`config.mk`:
```
export PLATFORM = sky130hd
export DESIGN_NAME = tx_arbiter_module
export DESIGN_NICKNAME = d
export VERILOG_FILES = /design/src/rtl/tx_arb_pkg.sv /design/src/rtl/tx_arbiter_module_rr_pick.sv /design/src/rtl/tx_arbiter_module.sv
export SDC_FILE = /design/constraint.sdc
export NUM_CORES = 1
export LEC_CHECK = 0
export ABC_AREA = 0
export CAP_MARGIN = 20
export CORE_MARGIN = 5
export CORE_UTILIZATION = 31
export CTS_BUF_LIST = sky130_fd_sc_hd__clkbuf_8
export DETAILED_ROUTE_END_ITERATION = 7
export PLACE_DENSITY_LB_ADDON = 0.25
export SLEW_MARGIN = 20
export SYNTH_ARGS = -nofsm -noshare
export SYNTH_HDL_FRONTEND = slang
export SYNTH_HIERARCHICAL = 1
export SYNTH_SLANG_ARGS = --single-unit
```
`constraint.sdc`:
```
create_clock -name CLK -period 3.6 [get_ports CLK]
set_clock_uncertainty 0.05 [all_clocks]
set_input_delay 0.72 -clock CLK [delete_from_list [all_inputs] [get_ports CLK]]
set_output_delay 0.72 -clock CLK [all_outputs]
set_load 0.03 [all_outputs]
```
`src/rtl/tx_arb_pkg.sv`:
```
`default_nettype none
// ============================================================================
//  Module   : tx_arb_pkg
//  Purpose  : Shared definitions for the UART transmit arbiter: FSM state
//             encodings and counter widths.
//  Ports    : none (package)
//  Revision : 1.0 - initial release
// ============================================================================
package tx_arb_pkg;

  typedef enum logic [1:0] {
    ST_IDLE = 2'd0,
    ST_SEND = 2'd1,
    ST_GAP  = 2'd2
  } state_t;

  // Watchdog counter width (covers TIMEOUT up to 65535).
  localparam int TO_CNT_W  = 16;
  // Inter-frame gap counter width (covers GAP_CYCLES up to 255).
  localparam int GAP_CNT_W = 8;

endpackage
`default_nettype wire

```
`src/rtl/tx_arbiter_module_rr_pick.sv`:
```
`default_nettype none
// ============================================================================
//  Module   : rr_pick_module
//  Purpose  : Combinational round-robin picker. Finds the first set request
//             bit at or above ptr, wrapping to bit 0 if none is found.
//  Ports    : req    - request vector
//             ptr    - index with highest priority this round
//             any    - at least one request bit is set
//             winner - index of the selected requester
//  Revision : 1.0 - initial release
// ============================================================================
module rr_pick_module #(
  parameter int N_REQ = 4
) (
  input  logic [N_REQ-1:0] req,
  input  logic [2:0]       ptr,
  output logic             any,
  output logic [2:0]       winner
);

  logic [N_REQ-1:0] upper;
  logic [2:0]       win_upper;
  logic [2:0]       win_all;

  // Two-pass search: lowest set bit among indices >= ptr takes priority;
  // otherwise the lowest set bit overall (the wrapped-around portion).
  always_comb begin
    upper     = '0;
    win_upper = '0;
    win_all   = '0;
    for (int i = 0; i < N_REQ; i++) begin
      upper[i] = req[i] && (3'(i) >= ptr);
    end
    // Descending scan so the lowest matching index is the last one written.
    for (int i = N_REQ - 1; i >= 0; i--) begin
      if (upper[i]) win_upper = 3'(i);
      if (req[i])   win_all   = 3'(i);
    end
    any    = |req;
    winner = (|upper) ? win_upper : win_all;
  end

endmodule
`default_nettype wire

```
`src/rtl/tx_arbiter_module.sv`:
```
`default_nettype none
// ============================================================================
//  Module   : tx_arbiter_module
//  Purpose  : Round-robin arbiter sharing one UART transmit path among N_REQ
//             byte sources, with an inter-frame gap and a done-pulse watchdog.
//  Ports    : CLK, RSTn    - clock, asynchronous active-low reset
//             Req_Sig      - per-requester pending flag
//             Req_Data     - per-requester byte, requester i at [8i+7:8i]
//             Ack_Sig      - one-cycle pulse when a byte is latched
//             TX_En_Sig    - enable to transmit controller, high per frame
//             TX_Data      - latched byte
//             TX_Done_Sig  - end-of-frame pulse from transmit controller
//             Grant_Id     - index of current / last granted requester
//             Busy_Sig     - high while sending or in the gap
//             Timeout_Err  - one-cycle pulse when a frame is aborted
//  Revision : 1.0 - initial release
// ============================================================================
module tx_arbiter_module #(
  parameter int N_REQ      = 4,
  parameter int TIMEOUT    = 65535,
  parameter int GAP_CYCLES = 2
) (
  input  logic               CLK,
  input  logic               RSTn,
  input  logic [N_REQ-1:0]   Req_Sig,
  input  logic [8*N_REQ-1:0] Req_Data,
  output logic [N_REQ-1:0]   Ack_Sig,
  output logic               TX_En_Sig,
  output logic [7:0]         TX_Data,
  input  logic               TX_Done_Sig,
  output logic [2:0]         Grant_Id,
  output logic               Busy_Sig,
  output logic               Timeout_Err
);

  import tx_arb_pkg::*;

  localparam logic [TO_CNT_W-1:0]  TO_LAST  = TO_CNT_W'(TIMEOUT - 1);
  localparam logic [GAP_CNT_W-1:0] GAP_LAST = GAP_CNT_W'(GAP_CYCLES - 1);
  localparam logic [2:0]           PTR_LAST = 3'(N_REQ - 1);

  state_t               state;
  logic [2:0]           ptr;
  logic [TO_CNT_W-1:0]  to_cnt;
  logic [GAP_CNT_W-1:0] gap_cnt;

  logic                 any_req;
  logic [2:0]           winner;
  logic [7:0]           sel_byte;
  logic [N_REQ-1:0]     grant_onehot;
  logic [2:0]           next_ptr;

  rr_pick_module #(
    .N_REQ (N_REQ)
  ) u_pick (
    .req    (Req_Sig),
    .ptr    (ptr),
    .any    (any_req),
    .winner (winner)
  );

  // Byte and ack vector of the current winner, built by comparison so no
  // variable-width part-select is needed.
  always_comb begin
    sel_byte     = 8'h00;
    grant_onehot = '0;
    for (int i = 0; i < N_REQ; i++) begin
      if (3'(i) == winner) begin
        sel_byte        = Req_Data[8*i +: 8];
        grant_onehot[i] = 1'b1;
      end
    end
    next_ptr = (winner == PTR_LAST) ? 3'd0 : winner + 3'd1;
  end

  always_ff @(posedge CLK or negedge RSTn) begin
    if (!RSTn) begin
      state       <= ST_IDLE;
      ptr         <= 3'd0;
      to_cnt      <= '0;
      gap_cnt     <= '0;
      Ack_Sig     <= '0;
      TX_En_Sig   <= 1'b0;
      TX_Data     <= 8'h00;
      Grant_Id    <= 3'd0;
      Busy_Sig    <= 1'b0;
      Timeout_Err <= 1'b0;
    end else begin
      Ack_Sig     <= '0;
      Timeout_Err <= 1'b0;
      case (state)
        ST_IDLE: begin
          if (any_req) begin
            TX_Data   <= sel_byte;
            Grant_Id  <= winner;
            Ack_Sig   <= grant_onehot;
            ptr       <= next_ptr;
            to_cnt    <= '0;
            TX_En_Sig <= 1'b1;
            Busy_Sig  <= 1'b1;
            state     <= ST_SEND;
          end
        end
        ST_SEND: begin
          // Done wins over a coincident timeout: the frame completed.
          if (TX_Done_Sig) begin
            TX_En_Sig <= 1'b0;
            gap_cnt   <= '0;
            state     <= ST_GAP;
          end else if (to_cnt == TO_LAST) begin
            Timeout_Err <= 1'b1;
            TX_En_Sig   <= 1'b0;
            gap_cnt     <= '0;
            state       <= ST_GAP;
          end else if (to_cnt != '1) begin
            to_cnt <= to_cnt + 1'b1;
          end
        end
        ST_GAP: begin
          if (gap_cnt == GAP_LAST) begin
            Busy_Sig <= 1'b0;
            state    <= ST_IDLE;
          end else begin
            gap_cnt <= gap_cnt + 1'b1;
          end
        end
        default: begin
          TX_En_Sig <= 1'b0;
          Busy_Sig  <= 1'b0;
          state     <= ST_IDLE;
        end
      endcase
    end
  end

endmodule
`default_nettype wire

```
Word level (Yosys, flattened, before mapping)
Index checks and enable logic that the tools add are counted.
{"block": "classes", "muxes": 43, "addsub": 3, "bitwise_logic": 2, "n_reduce_logical": 16, "eq_ne": 16, "magnitude_cmp": 4}
{"op": "$mux 16", "count": 4}
{"op": "$mux 8", "count": 7}
{"op": "$pmux 16 s2", "count": 1}
{"op": "$mux 2", "count": 13}
{"op": "$add 16x1->16 const B", "count": 1}
{"op": "$eq 16x16->1 const B", "count": 1}
{"op": "$ne 16x16->1 const B", "count": 1}
{"op": "$pmux 8 s2", "count": 1}
{"op": "$ne 2x2->1 const B", "count": 6}
{"op": "$reduce_and 3->1", "count": 4}
{"op": "$mux 1", "count": 11}
{"op": "$add 8x1->8 const B", "count": 1}
{"op": "$eq 8x1->1 const B", "count": 1}
{"op": "$mux 4", "count": 2}
{"op": "$reduce_or 4->1", "count": 2}
{"op": "$eq 2x3->1 const A", "count": 2}
{"op": "$ge 1x3->1 const A", "count": 2}
{"op": "$ge 2x3->1 const A", "count": 2}
{"op": "$pmux 1 s3", "count": 2}
{"op": "$pmux 2 s3", "count": 1}
{"op": "$reduce_and 5->1", "count": 1}
{"op": "$logic_and 1x1->1", "count": 4}
{"op": "$reduce_bool 2->1", "count": 2}
{"op": "$add 3x1->3 const B", "count": 1}
{"op": "other kinds (10)", "count": 11}
{"block": "totals", "ff_bits": 47, "in_bits": 39, "output_inout_bits": 18}

Depth between registers and ports, before layout
Gate-level depths: netlist of the first run.
{"block": "depth", "ltp_word": 12, "ltp_mapped": 11}

Cells and area by module
The synthesis of the first run kept the hierarchy.
{"mod": "tx_arbiter_module", "instances": 1, "cells_per_inst": 324, "area_each_um2": 2815.2}
{"mod": "rr_pick_module", "instances": 1, "cells_per_inst": 20, "area_each_um2": 115.1}

Least setup slack after synthesis of the first run
No wires, ideal clock.
{"block": "synth_path", "path_type": "input-to-reg", "start": "input Req_Sig[2]", "end": "register TX_Data[6]", "setup_ns": 0.128, "setup_slack_ns": 1.038, "t_required_ns": 3.422, "path_buffers": 2, "path_stages": 11, "arrival_ns": 2.385, "path_cell_list": "or3b_1 -> a21oi_1 -> a22o_2 -> inv_1 -> ha_1 -> clkbuf_1 -> clkbuf_1 -> a21oi_1 -> o21ai_0 -> a22oi_1 -> o21ai_1"}
{"block": "synth_between", "elab_chain_len": 10, "elab_cells_between_ends": 19}
{"element": "from (decl)", "line_no": "tx_arbiter_module.sv:25", "rtl": "input logic [N_REQ-1:0] Req_Sig,"}
{"element": "$logic_and 1x1->1", "line_no": "tx_arbiter_module_rr_pick.sv:32", "rtl": "upper[i] = req[i] && (3'(i) >= ptr);"}
{"element": "$mux 2 (3 in a row)", "line_no": "tx_arbiter_module_rr_pick.sv:36", "rtl": "if (upper[i]) win_upper = 3'(i);"}
{"element": "$mux 2 (*)", "line_no": "tx_arbiter_module_rr_pick.sv:40", "rtl": "winner = (|upper) ? win_upper : win_all;"}
{"element": "net winner[0]", "line_no": "tx_arbiter_module.sv:48", "rtl": "logic [2:0] winner;"}
{"element": "$logic_not 3->1", "line_no": "tx_arbiter_module.sv:68", "rtl": "if (3'(i) == winner) begin"}
{"element": "$mux 8 (3 in a row)", "line_no": "tx_arbiter_module.sv:68"}
{"element": "$mux 8 (*)", "line_no": "tx_arbiter_module.sv:68"}
{"element": "to (signal assigned)", "line_no": "tx_arbiter_module.sv:94", "rtl": "TX_Data <= sel_byte;"}
{"element": "to (decl)", "line_no": "tx_arbiter_module.sv:29", "rtl": "output logic [7:0] TX_Data,"}
Mark *: on every way through the listed nets, which the timed path passes. The rest lies on a longest branch.
A chain may end at the register's enable or synchronous reset.

Worst setup path in the final report of the first run
{"block": "layout_path", "start": "input Req_Sig[3]", "end": "register TX_Data[5]"}
{"block": "layout_between", "elab_chain_len": 11, "elab_cells_between_ends": 21}
{"element": "$logic_and 1x1->1", "line_no": "tx_arbiter_module_rr_pick.sv:32"}
{"element": "$mux 2 (4 in a row)", "line_no": "tx_arbiter_module_rr_pick.sv:36"}
{"element": "$mux 2 (*)", "line_no": "tx_arbiter_module_rr_pick.sv:40"}
{"element": "net winner[0]", "line_no": "tx_arbiter_module.sv:48"}
{"element": "$logic_not 3->1", "line_no": "tx_arbiter_module.sv:68"}
{"element": "$mux 8 (3 in a row)", "line_no": "tx_arbiter_module.sv:68"}
{"element": "$mux 8 (*)", "line_no": "tx_arbiter_module.sv:68"}
Marks and branches as above.

==> results of run 1 <==
-- cells by family after synthesis --
group / Yosys count / share of synthesized area, %
XOR/XNOR: 1 / 0.2989
multiplexers: 5 / 1.751
AO/OA/AOI/OAI: 111 / 25.88
adder cells (fa/ha/maj): 8 / 3.416
flip-flops: 47 / 40.14
buffers and inverters: 53 / 7.130
other: 1 / 0.1280
AND/OR/NAND/NOR: 118 / 21.26
-- layout by cell type, fill, tap and decap left out, types with 4 or more instances in the layout --
cell	n
a21oi_1	31
a22oi_1	10
and2_1	5
and4_1	5
buf_4	7
clkbuf_8	5
clkdlybuf4s50_1	55
dfrtp_1	47
ha_1	8
inv_1	33
mux2i_1	4
nand2_1	44
nand3_1	12
nand4_1	11
nor2_1	15
o2111ai_1	6
o211ai_1	4
o21ai_0	23
o21ai_1	5
-- final timing paths --
path                            slack [ps]         from          end
worst max-delay path                   730   Req_Sig[3]   TX_Data[5]
worst min-delay path                   380         RSTn    to_cnt[1]
worst max register to register        1280       ptr[1]   TX_Data[2]
worst min register to register         440  Grant_Id[0]  Grant_Id[0]
max in group asynchronous             2400         RSTn   gap_cnt[3]
min in group CLK                       440  Grant_Id[0]  Grant_Id[0]
-- through the flow --
| step | util [%] | hold slack [ps] | area [um2] |
|---|---|---|---|
| 6_report | 40.60 | 381.5 | 3751 |
| 5_1_grt | 40.60 | 441.9 | 3751 |
| 4_1_cts | 40.60 | 405.3 | 3751 |
| 3_5_place_dp | 39.12 | 423.0 | 3615 |
| 3_3_place_gp | 39.12 | 415.1 | 3615 |
| 2_1_floorplan | - | 374.4 | 2930 |
-- registers in the layout (all words and copies together), names as in the netlist --
register,flops
Grant_Id,3
gap_cnt,8
to_cnt,16
Timeout_Err,1
state,2
Ack_Sig,4
ptr,3
Busy_Sig,1
TX_En_Sig,1
TX_Data,8
-- power by group --
part	total [W]	internal [W]	switching [W]
logic	0.00122	0.000473	0.000742
clock network	0.000461	0.000277	0.000184
registers	0.000779	0.000644	0.000134
-- worst max-delay path, cell delays in order --
cell	delay (ps)
clkdlybuf4s50_1	530
or3b_1	370
a21oi_1	150
a22o_2	190
inv_1	80
ha_1	410
a21oi_1	200
o21ai_0	110
a22oi_1	160
o21ai_0	90
-- layer usage --
metal	track usage, %	vias up	wire length [um]
met5	0	-	0
li1	-	1345	-
met3	4.816	2	548
met1	18.06	1265	3668
met2	23.06	67	3515
met4	2.466	0	29
-- cells in the mapped netlist, types with 5 or more instances --
library cell	count
a21oi_1	31
a22oi_1	10
and2_1	5
and4_1	5
clkbuf_1	15
dfrtp_1	47
ha_1	8
inv_1	33
nand2_1	44
nand3_1	12
nand4_1	11
nor2_1	15
o2111ai_1	6
o21ai_0	23
o21ai_1	5
-- area by class of cell --
class / count / area (um2)
fillers: 939 / 5489
repair buffers: 63 / 608.1
multi-input cells: 244 / 1545
flip-flops and latches: 47 / 1176
clock buffers: 5 / 68.82
well taps: 129 / 161.4
clock inverters: 3 / 67.56
inverters: 33 / 123.9
==> results.cfg, run 1 <==
[synthesis]
synth_edf_count = 0
syn_avg_cell_area_um2 = 8.518
synth_seq_area_share_pct = 40.14
netlist_area_um2 = 2930
synthDominantCellAreaShare_pct = 40.14
synth_area_leaders = dfrtp_1 40%, nand2_1 5.6%, a21oi_1 5.3%
netlist_instances = 344
synth_nets = 391
synth_async_sr_flop_share_pct = 100.0
ys_warn_count = 6
yosysTopAreaCell = dfrtp_1
ys_types = 59
ys.flop_type = dfrtp_1
ys_ff_latch = 47

[global_route]
first_global_vias = 2701
grt-ovfl-total = 0
grt_max_degree = 29
antenna_found_initial = 0
grtUsageTotal_pct = 14.03
grt_pass1_wl_um = 13210

[clock_network]
post_cts_resized = 0
cts_sinks = 47
clkTransAtPathRegs_ps = 100
clk_latency_ps = 300
clk_path_buf_depth = 2
htreeDepth = 2
post_cts_buffers = 0
cts_buffers = 5
tritoncts = yes
cts_hold_buf = 0
cts_root_buf = clkbuf_8

[timing]
maxSlewHeadroom_pct = 51.52
max_freq_mhz = 348.8
tightest_slew_ps = 721.1
period_share_pct = 79.65
slew_viol_final = 0
setup_ws_ps = 732.7
final_hold_viol_count = 0
setup_violations = 0
min_period_ps = 2867
finalSetupTns_ps = 0
rsz0062_at_grt = false

[placed_design]
io_buffers = 56
dp_worst_setup_slack_ps = 414.6
routabilityCongestion = 0.8471
post-place-cells = 516
place_hpwl_um = 5794

[floorplanning]
die_y_um = 107.2
coreArea_um2 = 9240
io_pins = 57
dieArea_um2 = 11500
dieWidth_um = 107.2
rows = 35
start_util_pct = 31.71

[worst_setup_path]
critical_path_class = in2reg
crit_fanout = 17
worstPathArrival_ps = 3000
cp.required_ps = 3730
rr_worst_depth = 8
start_kind = primary input
crit_path_end_kind = register

[final_layout]
syn2layout_area_growth_pct = 28.01
n_antenna_cell = 0
fin_cells = 524
layout.nets = 441
drive_above_1_share_pct = 6.835

[detailed_routing]
via_per_inst = 5.113
drcViolationCount = 0
antenna_left = 0
wl_um = 7763
detail_route.wl_per_cell_um = 14.81
drt_iter0_drc = 96
vias = 2679
firstDrtPassIters = 4

[power_and_ir_drop]
p_per_area_nw_per_um2 = 654.4
worst_ir_drop_vdd_mv = 0.2618
power.total_w = 0.002455
leakage_nw = 1.517

[min_path]
holdCritPathClass = in2async

[status]
status = completed

[job]
drv_cap = 0
(Power assumes the default switching activity.)
==> run 2, diff against run 1 <==
- clock period: 3.6 -> 2.95 ns (I/O delays scaled with it)
==> run 2 against run 1 <==
Flip-flop and latch count stayed put. Cell count rose by 1.5%. Die area unchanged. Global-route usage fell by 0.27 points. Critical endpoint is now TX_Data[0].
==> results.cfg, run 2 (synthesis results as in run 1) <==
[worst_setup_path]
crit_path_end_kind = register
cp.required_ps = 3090
critical_path_class = in2reg
crit_fanout = 17
worstPathArrival_ps = 2800
start_kind = primary input

[final_layout]
max_flop_register = to_cnt
layout_common_cells = 55 x clkdlybuf4s50_1, 47 x dfrtp_1, 44 x nand2_1, 34 x inv_1, 31 x a21oi_1
syn2layout_area_growth_pct = 28.31
largest_reg_flops = 16
final_common_cell = clkdlybuf4s50_1
layout.nets = 449
top_regs = to_cnt (16), TX_Data (8), gap_cnt (8)
n_antenna_cell = 0
fill_cells = 939
drive_above_1_share_pct = 8.437

[placed_design]
routabilityCongestion = 0.8730
place_hpwl_um = 5734
io_buffers = 56

[clock_network]
cts_root_buf = clkbuf_8
cts_buffers = 5
post_cts_buffers = 0
htreeDepth = 2
tritoncts = yes
clkTransAtPathRegs_ps = 100
post_cts_resized = 0
clk_path_buf_depth = 2
clk_latency_ps = 310
cts_hold_buf = 0
cts_sinks = 47

[power_and_ir_drop]
p_per_area_nw_per_um2 = 760.8
leakage_nw = 1.536
worst_ir_drop_vdd_mv = 0.3178
power.total_w = 0.002861

[timing]
slew_viol_final = 0
tightest_slew_ps = 613.7
max_freq_mhz = 375.3
finalSetupTns_ps = 0
rsz0062_at_grt = false
final_hold_viol_count = 0
min_period_ps = 2665
period_share_pct = 90.33
maxSlewHeadroom_pct = 59.09
setup_violations = 0

[detailed_routing]
vias = 2750
drt_iter0_drc = 100
via_per_inst = 5.169
antenna_left = 0
firstDrtPassIters = 4
drcViolationCount = 0
wl_um = 7667
detail_route.wl_per_cell_um = 14.41

[global_route]
grtUsageTotal_pct = 13.76
grt_max_degree = 48
first_global_vias = 2710
grt-ovfl-total = 0
antenna_found_initial = 0
grt_pass1_wl_um = 12880

[status]
status = completed

[floorplanning]
start_util_pct = 31.71
dieWidth_um = 107.2
dieArea_um2 = 11500
coreArea_um2 = 9240
rows = 35
die_y_um = 107.2
io_pins = 57

[min_path]
holdCritPathClass = in2async

[job]
drv_cap = 0
run 2: changes by cell type in the layout (fill, tap and decap cells not counted):
cell	before	now
clkinv_2	0	1
inv_1	33	34
buf_4	7	15
bufinv_16	2	0
run 2: where the power goes:
part	internal, W	switching (W)
clock network	0.000163	0.000232
logic	0.000621	0.000897
registers	0.000786	0.000161
run 2: critical path, stage by stage:
cell             delay (ps)
clkdlybuf4s50_1         510
a21boi_0                250
o21bai_1                120
a21oi_1                 280
inv_1                   110
ha_1                    370
a21oi_1                 190
o21ai_0                  90
a22oi_1                 200
o21ai_1                  90
run 2: worst paths after layout:
| check | start | endpoint | slack, ps | depth (start not counted) |
|---|---|---|---|---|
| setup / recovery | Req_Sig[2] | TX_Data[0] | 290 | 10 |
| hold / removal | RSTn | to_cnt[7] | 310 | 2 |
| setup reg to reg | ptr[1] | TX_Data[0] | 670 | 9 |
| hold reg to reg | TX_Data[3] | TX_Data[3] | 430 | 2 |
| max in group asynchronous | RSTn | gap_cnt[3] | 2100 | 2 |
| min in group CLK | TX_Data[3] | TX_Data[3] | 430 | 2 |
run 2: layer usage:
metal  GRT usage [%]  part of all wire [%]  vias up
met3           4.816                   7.4        9
met2           21.94                    45       75
met5               0                     0        -
met1           17.61                    47     1310
met4           3.927                   1.2        0
li1                -                     -     1356
run 2: final cells by class:
| type | count | area, um2 | share of cell area (%) |
|---|---|---|---|
| inverter | 33 | 123.9 | 3.295 |
| clock inverter | 3 | 16.27 | 0.4326 |
| tap | 129 | 161.4 | 4.293 |
| multi-input combinational | 244 | 1545 | 41.10 |
| timing repair buffer | 71 | 668.1 | 17.77 |
| sequential | 47 | 1176 | 31.28 |
| clock buffer | 5 | 68.82 | 1.830 |
run 2: per-stage QoR:
stage	worst slack, ps	cell area [um2]	cells	utilization (%)	hold slack (ps)
final	285.2	3760	532	40.69	314.3
after global routing	59.58	3760	532	40.69	398.8
after CTS	271.1	3760	532	40.69	355.3
after detailed placement	-55.30	3675	524	39.77	418.1
after global placement	7.400	3675	524	39.77	413.7
after floorplan	517.7	2930	344	-	244.4
